[src/rtl/cart_pkg.sv]
// cart_pkg: source encoding and constants shared by the cartridge PROM arbiter and its clients.
package cart_pkg;
    typedef enum logic {SRC_CPU, SRC_DMA} cart_src_t;
    localparam int ROM_WINDOW_BIT = 15;
    localparam logic [7:0] OPEN_BUS = 8'hFF;
endpackage

[src/rtl/cart_arbiter.sv]
// cart_arbiter: round-robin CPU/DMA arbiter for the synchronous cartridge PROM with a one-stage return path.
// Define CART_DMA_LOCK_EN to let a granted DMA keep the PROM for as long as it holds dma_req.
module cart_arbiter
    import cart_pkg::*;
#(
    parameter int ROM_ADDR_W = 15,
    parameter int DATA_W     = 8
) (
    input  logic                  clk,
    input  logic                  rst,
    input  logic                  cpu_req,
    input  logic [15:0]           cpu_addr,
    output logic                  cpu_gnt,
    output logic                  cpu_rvalid,
    output logic [DATA_W-1:0]     cpu_rdata,
    input  logic                  dma_req,
    input  logic [15:0]           dma_addr,
    output logic                  dma_gnt,
    output logic                  dma_rvalid,
    output logic [DATA_W-1:0]     dma_rdata,
    output logic [ROM_ADDR_W-1:0] rom_addr,
    input  logic [DATA_W-1:0]     rom_data
);
    cart_src_t             r_last_src;
    cart_src_t             r_pend_src;
    logic                  r_pend_valid;
    logic                  r_pend_oor;
    logic [ROM_ADDR_W-1:0] r_rom_addr;
    logic [DATA_W-1:0]     r_cpu_rdata;
    logic [DATA_W-1:0]     r_dma_rdata;
    logic                  w_cpu_wins;
    logic                  w_any_gnt;
    logic [15:0]           w_gnt_addr;
    logic [DATA_W-1:0]     w_ret;

`ifdef CART_DMA_LOCK_EN
    logic r_lock;
    assign w_cpu_wins = !r_lock && r_last_src == SRC_DMA;
    // the lock persists only while DMA keeps asking
    always_ff @(posedge clk or negedge rst) begin
        if (!rst)
            r_lock <= 1'b0;
        else
            r_lock <= dma_gnt || (r_lock && dma_req);
    end
`else
    assign w_cpu_wins = r_last_src == SRC_DMA;
`endif

    // grants are masked during reset because they are combinational
    assign cpu_gnt    = rst && cpu_req && (!dma_req || w_cpu_wins);
    assign dma_gnt    = rst && dma_req && !cpu_gnt;
    assign w_any_gnt  = cpu_gnt || dma_gnt;
    assign w_gnt_addr = cpu_gnt ? cpu_addr : dma_addr;
    assign rom_addr   = w_any_gnt ? w_gnt_addr[ROM_ADDR_W-1:0] : r_rom_addr;
    assign w_ret      = r_pend_oor ? DATA_W'(OPEN_BUS) : rom_data;
    assign cpu_rvalid = r_pend_valid && r_pend_src == SRC_CPU;
    assign dma_rvalid = r_pend_valid && r_pend_src == SRC_DMA;
    assign cpu_rdata  = cpu_rvalid ? w_ret : r_cpu_rdata;
    assign dma_rdata  = dma_rvalid ? w_ret : r_dma_rdata;

    always_ff @(posedge clk or negedge rst) begin
        if (!rst) begin
            r_last_src   <= SRC_DMA;
            r_pend_src   <= SRC_CPU;
            r_pend_valid <= 1'b0;
            r_pend_oor   <= 1'b0;
            r_rom_addr   <= '0;
            r_cpu_rdata  <= '0;
            r_dma_rdata  <= '0;
        end else begin
            r_pend_valid <= w_any_gnt;
            r_pend_src   <= dma_gnt ? SRC_DMA : SRC_CPU;
            r_pend_oor   <= w_gnt_addr[ROM_WINDOW_BIT];
            r_cpu_rdata  <= cpu_rdata;
            r_dma_rdata  <= dma_rdata;
            if (w_any_gnt) begin
                r_rom_addr <= w_gnt_addr[ROM_ADDR_W-1:0];
                r_last_src <= dma_gnt ? SRC_DMA : SRC_CPU;
            end
        end
    end
endmodule

[config.mk]
export PLATFORM = sky130hd
export DESIGN_NAME = cart_arbiter
export DESIGN_NICKNAME = d
export VERILOG_FILES = /design/src/rtl/cart_pkg.sv /design/src/rtl/cart_arbiter.sv
export SDC_FILE = /design/constraint.sdc
export NUM_CORES = 1
export LEC_CHECK = 0
export ABC_AREA = 1
export CAP_MARGIN = 25
export CORE_MARGIN = 2
export CORE_UTILIZATION = 41
export DETAILED_ROUTE_END_ITERATION = 8
export PLACE_DENSITY = 0.84
export SLEW_MARGIN = 20
export SYNTH_ARGS = -nofsm -noshare
export SYNTH_HDL_FRONTEND = slang
export SYNTH_SLANG_ARGS = --single-unit
[constraint.sdc]
create_clock -name clk -period 1.4 [get_ports clk]
set_input_delay 0.14 -clock clk [delete_from_list [all_inputs] [get_ports clk]]
set_output_delay 0.14 -clock clk [all_outputs]
set_load 0.01 [all_outputs]
Word level (Yosys, flattened, before mapping)

Cells that the tools add are included.
W data, S select, Z words.

Mux-type cells: 6
Bitwise operators: 1
Reduce and logical (&&, ||, !) cells: 10

Operators by type and width:

| operator            | count |
|---|---|
| $mux W8             | 3 |
| $mux W16            | 1 |
| $mux W15            | 1 |
| $logic_and A1 B1 Y1 | 6 |
| $logic_not A1 Y1    | 2 |
| $logic_or A1 B1 Y1  | 2 |
| $mux W1             | 1 |
| $not A1 Y1          | 1 |

Flip-flop bits (word level): 35
Bits of input ports: 44
Output and inout bits: 35
Word-level logic and storage cells: 24

Depth between registers and ports, before layout

Gate-level depths: netlist of the first run.

Word-level depth: 7
Gate-level depth with buffers: 7
Mapped depth without buffers: 6

Worst setup path after synthesis of the first run

Ideal clock, no wire load.

Path type: flip-flop to flip-flop
From: register r_last_src
To: register r_rom_addr[4]
Library setup time: 145 ps
Arrival: 1106 ps
Slack: 148 ps
Stages on the path, launching flop included: 7
Cell sequence: dfstp_2 -> inv_1 -> nand2_2 -> buf_2 -> nand3_1 -> nand3_1 -> nand2_1

Longest elaborated chain between the ends: 6
Elaborated cells on any way between the ends: 7
Those cells by class: 2 x mux; 5 x reduce/logical

Ends and longest elaborated chain:

| item                     | RTL line           | RTL |
|---|---|---|
| start: declaration       | cart_arbiter.sv:24 | `cart_src_t r_last_src;` |
| start signal: assignment | cart_arbiter.sv:79 | `r_last_src <= dma_gnt ? SRC_DMA : SRC_CPU;` |
| $logic_or A1 B1 Y1 (*)   | cart_arbiter.sv:51 | `assign cpu_gnt = rst && cpu_req && (!dma_req \|\| w_cpu_wins);` |
| $logic_and A1 B1 Y1 (*)  | cart_arbiter.sv:51 |  |
| $logic_not A1 Y1         | cart_arbiter.sv:52 | `assign dma_gnt = rst && dma_req && !cpu_gnt;` |
| $logic_and A1 B1 Y1      | cart_arbiter.sv:52 |  |
| $logic_or A1 B1 Y1       | cart_arbiter.sv:53 | `assign w_any_gnt = cpu_gnt \|\| dma_gnt;` |
| $mux W15 (*)             | --                 |  |
| net rom_addr[4]          | cart_arbiter.sv:21 | `output logic [ROM_ADDR_W-1:0] rom_addr,` |
| end signal: assignment   | cart_arbiter.sv:78 | `r_rom_addr <= w_gnt_addr[ROM_ADDR_W-1:0];` |
| end: declaration         | cart_arbiter.sv:28 | `logic [ROM_ADDR_W-1:0] r_rom_addr;` |

The timed path passes the listed nets; every way through them passes the cells marked *.
A chain may end at the register's enable or synchronous reset.

Worst setup path in the final report of the first run

From: register r_last_src
To: output port rom_addr[11]

Longest elaborated chain between the ends: 6
Elaborated cells on any way between the ends: 7
Those cells by class: 2 x mux; 5 x reduce/logical

Ends and longest elaborated chain:

| item                    | RTL line |
|---|---|
| $logic_or A1 B1 Y1 (*)  | cart_arbiter.sv:51 |
| $logic_and A1 B1 Y1 (*) | cart_arbiter.sv:51 |
| $logic_not A1 Y1        | cart_arbiter.sv:52 |
| $logic_and A1 B1 Y1     | cart_arbiter.sv:52 |
| $logic_or A1 B1 Y1      | cart_arbiter.sv:53 |
| $mux W15 (*)            | -- |
| end: declaration        | cart_arbiter.sv:21 |

Every way passes the cells marked *; elsewhere a longest branch is shown, timed or not.

==> impl_metrics.ini, run 1 <==
[floorplanning]
io_pins = 79
die_y_um = 69.0
die_w_um = 69.0
die-area_mm2 = 0.00477
core_area_mm2 = 0.00403
initial_core_util_pct = 43.0
row_count = 23

[synth]
yosys_warnings = 0
synthFlopType = dfrtp_1
syn_nets = 264
synth.largest_area_cell = dfrtp_1
syn_avg_cell_area_um2 = 7.88
synth_cell_types = 18
synth_most_common_cell = nand2_1
yosysTopAreaCellShare_pct = 49.1
netlist_area_mm2 = 0.00173
synth_commonest_cells = 65 x nand2_1, 45 x nand3_1, 34 x dfrtp_1
yosysSeqAreaShare_pct = 50.6
ys_ff_latch = 35
synth-edff-count = 0
synth_area_leaders = dfrtp_1 49%, nand2_1 14%, nand3_1 13%, inv_1 6.9%, nand2_2 4.3%
synthCells = 220
synthArstFlopShare_pct = 100

[route]
wl_per_cell_um = 20.1
wl_mm = 8.52
drt_iter0_markers = 171
viasPerCell = 5.35
ant_nets = 0
route.detailed.drc = 0
vias = 2264
first_pass_iters = 4

[setup_path]
worstPathArrival_ns = 1.63
startpoint_type = flip-flop
cp_max_fo = 8
cpPeakStageDelay_ns = 0.53
critPathCaptureType = primary output
cpLargestDelayFamily = flip-flops
critPathRequiredTime_ns = 1.26
crit_type = flip-flop to primary output
cp_slowest_cell = dfstp_2
crit_chain = inv_2, nand2_4, buf_12, nand2_8, buf_6, nand2_2, nand3_2, nand2_2, buf_6
worst-path-buf-inv = 4

[timing]
period_minus_slack_ns = 1.77
finClkSkew_ns = 0.00592
fmax_ghz = 0.566
fin_crit_sh_pct = 126
slew_violations = 0
max_slew_margin_pct = 69.7
tns_ns = -7.54
worst_slew_pin_slew_ns = 0.455
worst_slack_ns = -0.365
finalSetupViolations = 34
rsz0062_at_grt = yes
final_hold_viol_count = 0

[cells_and_area]
area_growth_syn_to_layout_pct = 116
n_fill_cell = 147
drive_gt1_share_pct = 58.4
final_cells = 423
nets = 416
antennaDiodeCount = 0
fin_util_pct = 92.8

[run_status]
violations = setup timing
status = complete, but fails checks

[placement]
dpl.cell_count = 374
portBuffers = 78
dp_hpwl_mm = 3.67
gp_congestion = 0.861
dp_slack_ns = -0.545

[global_routing]
grt_pass1_wl_mm = 10.8
grt_max_degree = 36
grt_use_total_pct = 29.0
grt_overflow = 0
antenna_found_initial = 0
grt_pass1_vias = 2288

[clocking]
h-tree-depth = 2
clockRootBuffer = clkbuf_8
cts_tree = done
cts_buffer_depth = 2
clkSlewWorstSetupHoldPaths_ns = 0.07
clk_latency_ns = 0.30
cts.sinks = 35
numCtsBuffers = 5

[job]
maxCapViolCount = 0

[power]
peakVddDrop_mv = 0.715
leakagePower_nw = 1.89
cellPowerDensity_mw_per_mm2 = 1030

[worst_hold_path]
hold_path_class = primary input to flip-flop
==> flip-flops by register name, indices dropped and copies added, names as in the netlist <==
signal / cells
r_rom_addr: 15
r_last_src: 1
r_pend_valid: 1
r_cpu_rdata: 8
r_pend_src: 1
r_pend_oor: 1
r_dma_rdata: 8
==> cells by family (layout without fill, tap and decap cells) <==
group / after synthesis / count (layout) / synth area share, %
simple gates: 134 / 135 / 36.1
buf+inv: 42 / 194 / 10.7
flops: 35 / 35 / 50.6
compound gates: 9 / 9 / 2.60
==> path summary, 6_finish.rpt <==
check | startpoint | endpoint | slack (ns) | cells past startpoint
max | r_last_src | rom_addr[11] | -0.37 | 9
min | rst | r_pend_valid | 0.34 | 4
max reg2reg | r_last_src | r_rom_addr[9] | -0.21 | 10
min reg2reg | r_dma_rdata[2] | r_dma_rdata[2] | 0.54 | 2
max in group asynchronous | rst | r_last_src | 0.54 | 3
min in group asynchronous | rst | r_dma_rdata[7] | 0.50 | 3
==> metrics by stage <==
step | total power, mW | area [um^2] | hold slack (ns)
final | 3.83 | 3740 | 0.337
after global routing | 3.99 | 3740 | 0.337
after CTS | 3.42 | 3400 | 0.309
after detailed placement | 2.40 | 2800 | 0.277
after global placement | 2.37 | 2800 | 0.272
after floorplan | 1.66 | 1730 | -0.156
==> final cells by class <==
type | count | area [um^2] | share of cell area (%)
timing repair buffer | 151 | 1500 | 40.0
multi-input combinational | 144 | 1080 | 28.8
sequential | 35 | 878 | 23.5
inverter | 35 | 144 | 3.85
clock buffer | 7 | 76.3 | 2.04
tap | 50 | 62.6 | 1.67
clock inverter | 1 | 5.00 | 0.134
==> worst register-to-register path: stages (launching register included) <==
cell	delay (ns)
dfstp_2	0.53
inv_2	0.05
nand2_4	0.09
buf_6	0.12
buf_16	0.13
nand3_4	0.07
nand3_2	0.11
nand2_2	0.09
buf_6	0.12
buf_6	0.10
buf_6	0.10
==> placed cells by master, fill, tap and decap left out, types with 4 or more instances in the layout <==
cell type,n
inv_1,31
nand2_4,13
dfrtp_1,33
or2_4,8
buf_6,51
nand2_2,47
nand3_2,19
clkbuf_8,5
o21ai_4,4
buf_12,5
buf_4,43
buf_2,6
nand3_1,24
clkdlybuf4s50_1,42
nand2_1,18
==> routing by layer <==
metal	wire, um	up-vias	GRT usage (%)
met2	4460	142	52.1
li1	-	979	-
met3	620	45	7.31
met1	2920	1098	30.2
met5	0	-	0
met4	519	0	17.0
==> report_power, final <==
part           switching [mW]  internal (mW)  total [mW]
Sequential             0.0816           1.18        1.27
Clock                   0.384          0.349       0.733
Combinational           0.821           1.01        1.83
Total                    1.29           2.55        3.83
==> timing repair <==
item	in CTS	in global routing
pin swaps	51	26
setup endpoints to repair	35	43
resized for setup	234	79
hold endpoints to repair	34	0
hold buffers	1	0
gates cloned	2	0
setup buffers	33	15
No activity file was read; power rests on OpenSTA's default activity.
==> run 2: changes to the inputs <==
Settings changed: CORE_UTILIZATION 41 to 42, PLACE_DENSITY 0.84 to 0.86.
Clock period 1.4 ns to 2.11 ns, I/O delays scaled along.
==> impl_metrics.ini, run 2 (synthesis results as in run 1) <==
[run_status]
status = complete, no violations

[job]
maxCapViolCount = 0

[route]
dr_wl_met2_mm = 2.18
route.detailed.drc = 0
viasPerCell = 4.80
first_pass_iters = 5
wl_per_cell_um = 12.7
wl_mm = 4.47
met3WireLength_um = 365
maxUsedRoutingLayer = met4
ant_nets = 0
route.layer.met1.wl_mm = 1.89
drt_iter0_markers = 49
vias = 1693

[cells_and_area]
layout_common_cells = 64 x nand2_1, 61 x clkdlybuf4s50_1, 45 x nand3_1
reg_top3 = r_rom_addr (15), r_cpu_rdata (8), r_dma_rdata (8)
n_fill_cell = 357
layout_commonest_cell = nand2_1
drive_gt1_share_pct = 13.9
largest_register_ffs = 15
antennaDiodeCount = 0
area_growth_syn_to_layout_pct = 56.1
final_cells = 353
top_register = r_rom_addr
multi_input_area_um2 = 703
seqCellArea_um2 = 878
nets = 347

[setup_path]
startpoint_type = flip-flop
crit_type = flip-flop to primary output
reg2reg_depth = 6
cpPeakStageDelay_ns = 0.55
crit_chain = inv_1, nor2_4, nand2_1, nand2_1, clkdlybuf4s50_1
worst-path-buf-inv = 2
critPathCaptureType = primary output
cp_max_fo = 9
cp-endpoint = cpu_rdata[3]
r2r_slack_ns = 0.87
cpLargestDelayFamily = buffers and inverters
worstPathArrival_ns = 1.79
worstReg2RegStart = r_last_src
cpMostUsedCell = nand2_1
cp_slowest_cell = clkdlybuf4s50_1
worst-path-stages = 5
critPathRequiredTime_ns = 1.90
startpoint = r_pend_valid
worstReg2RegEnd = r_rom_addr[5]

[placement]
dp_slack_ns = 0.0706
gp_congestion = 0.853
dpl.cell_count = 346
dp_hpwl_mm = 3.24
portBuffers = 78

[floorplanning]
initial_core_util_pct = 43.4
die_y_um = 68.3
row_count = 23
die-area_mm2 = 0.00466
die_w_um = 68.3
io_pins = 79
core_area_mm2 = 0.00400

[worst_hold_path]
hold_path_class = primary input to async pin

[timing]
holdWs_ns = 0.0485
finClkSkew_ns = 0.00627
max_slew_margin_pct = 71.8
finalSetupViolations = 0
period_minus_slack_ns = 2.00
worst_slew_pin_slew_ns = 0.424
slew_violations = 0
fin_crit_sh_pct = 94.6
fmax_ghz = 0.501
final_hold_viol_count = 0
tns_ns = 0
worst_slack_ns = 0.114

[clocking]
cts_tree = done
clk_latency_ns = 0.29
clkSlewWorstSetupHoldPaths_ns = 0.07
cts_hold_buffers = 0
cts.sinks = 35
h-tree-depth = 2
numCtsBuffers = 5
cts_buffer_depth = 2
clockRootBuffer = clkbuf_8

[power]
peakVddDrop_mv = 0.318
leakagePower_nw = 1.49
switching_share_pct = 29.3
power_mw = 1.94
power_switching_mw = 0.567
power_frac_comb_pct = 32.7
clkPwrFrac_pct = 25.1
power_frac_seq_pct = 42.2
p_int_mw = 1.37
cellPowerDensity_mw_per_mm2 = 716

[global_routing]
antenna_found_initial = 0
grt_overflow = 0
grt_max_degree = 36
grt_pass1_wl_mm = 7.04
grt_use_total_pct = 20.5
grt_pass1_vias = 1541
-- run 2: cell types whose count changed in the layout (fill, tap and decap cells not counted), sizes merged --
cell           before  now
buf               106    6
clkdlybuf4s50      42   61
dlymetal6s2s        0   10
dlygate4sd2         0    6
clkbuf              9    6
dlygate4sd3         1    0
nand2              80   79
-- run 2: metrics by stage --
| step | util (%) | cell area, um^2 |
|---|---|---|
| after floorplan | - | 1730 |
| after CTS | 66.6 | 2670 |
| after global placement | 64.0 | 2560 |
| final | 67.7 | 2710 |
| after detailed placement | 64.0 | 2560 |
| after global routing | 67.7 | 2710 |
-- run 2: power groups by stage --
stage / combinational, mW / clock, mW / sequential [mW]
floorplan: 0.287 / 0 / 0.818
global placement: 0.632 / 0 / 0.824
detailed placement: 0.644 / 0 / 0.829
CTS: 0.644 / 0.491 / 0.817
global route: 0.696 / 0.519 / 0.831
finish: 0.633 / 0.486 / 0.818
-- run 2: how the worst min path moves through the flow --
stage / startpoint / to / slack (ns) / cells past startpoint
final: rst / r_dma_rdata[0] / 0.05 / 2
after global routing: rst / r_rom_addr[14] / 0.09 / 2
after CTS: rst / r_rom_addr[10] / 0.05 / 2
after global placement: rst / r_dma_rdata[7] / 0.34 / 2
after floorplan: rst / r_cpu_rdata[0] / -0.08 / 0
after detailed placement: rst / r_dma_rdata[7] / 0.36 / 2
-- run 2: area by class of cell --
class,count,share of cell area [%]
inverter,35,5.04
multi-input combinational,143,26.0
tap,50,2.31
timing repair buffer,83,31.0
sequential,35,32.5
clock buffer,6,3.05
clock inverter,1,0.185
-- run 2: repair_timing --
item,4_1_cts,5_1_grt
pin swaps,0,0
hold endpoints to repair,0,0
setup buffers,0,0
gates resized for setup,11,14
endpoints found under the setup margin,23,23
-- run 2: routing by layer --
metal	vias to the layer above	track usage (%)
met5	-	0
li1	844	-
met3	5	5.92
met4	0	6.00
met2	72	34.1
met1	772	25.8
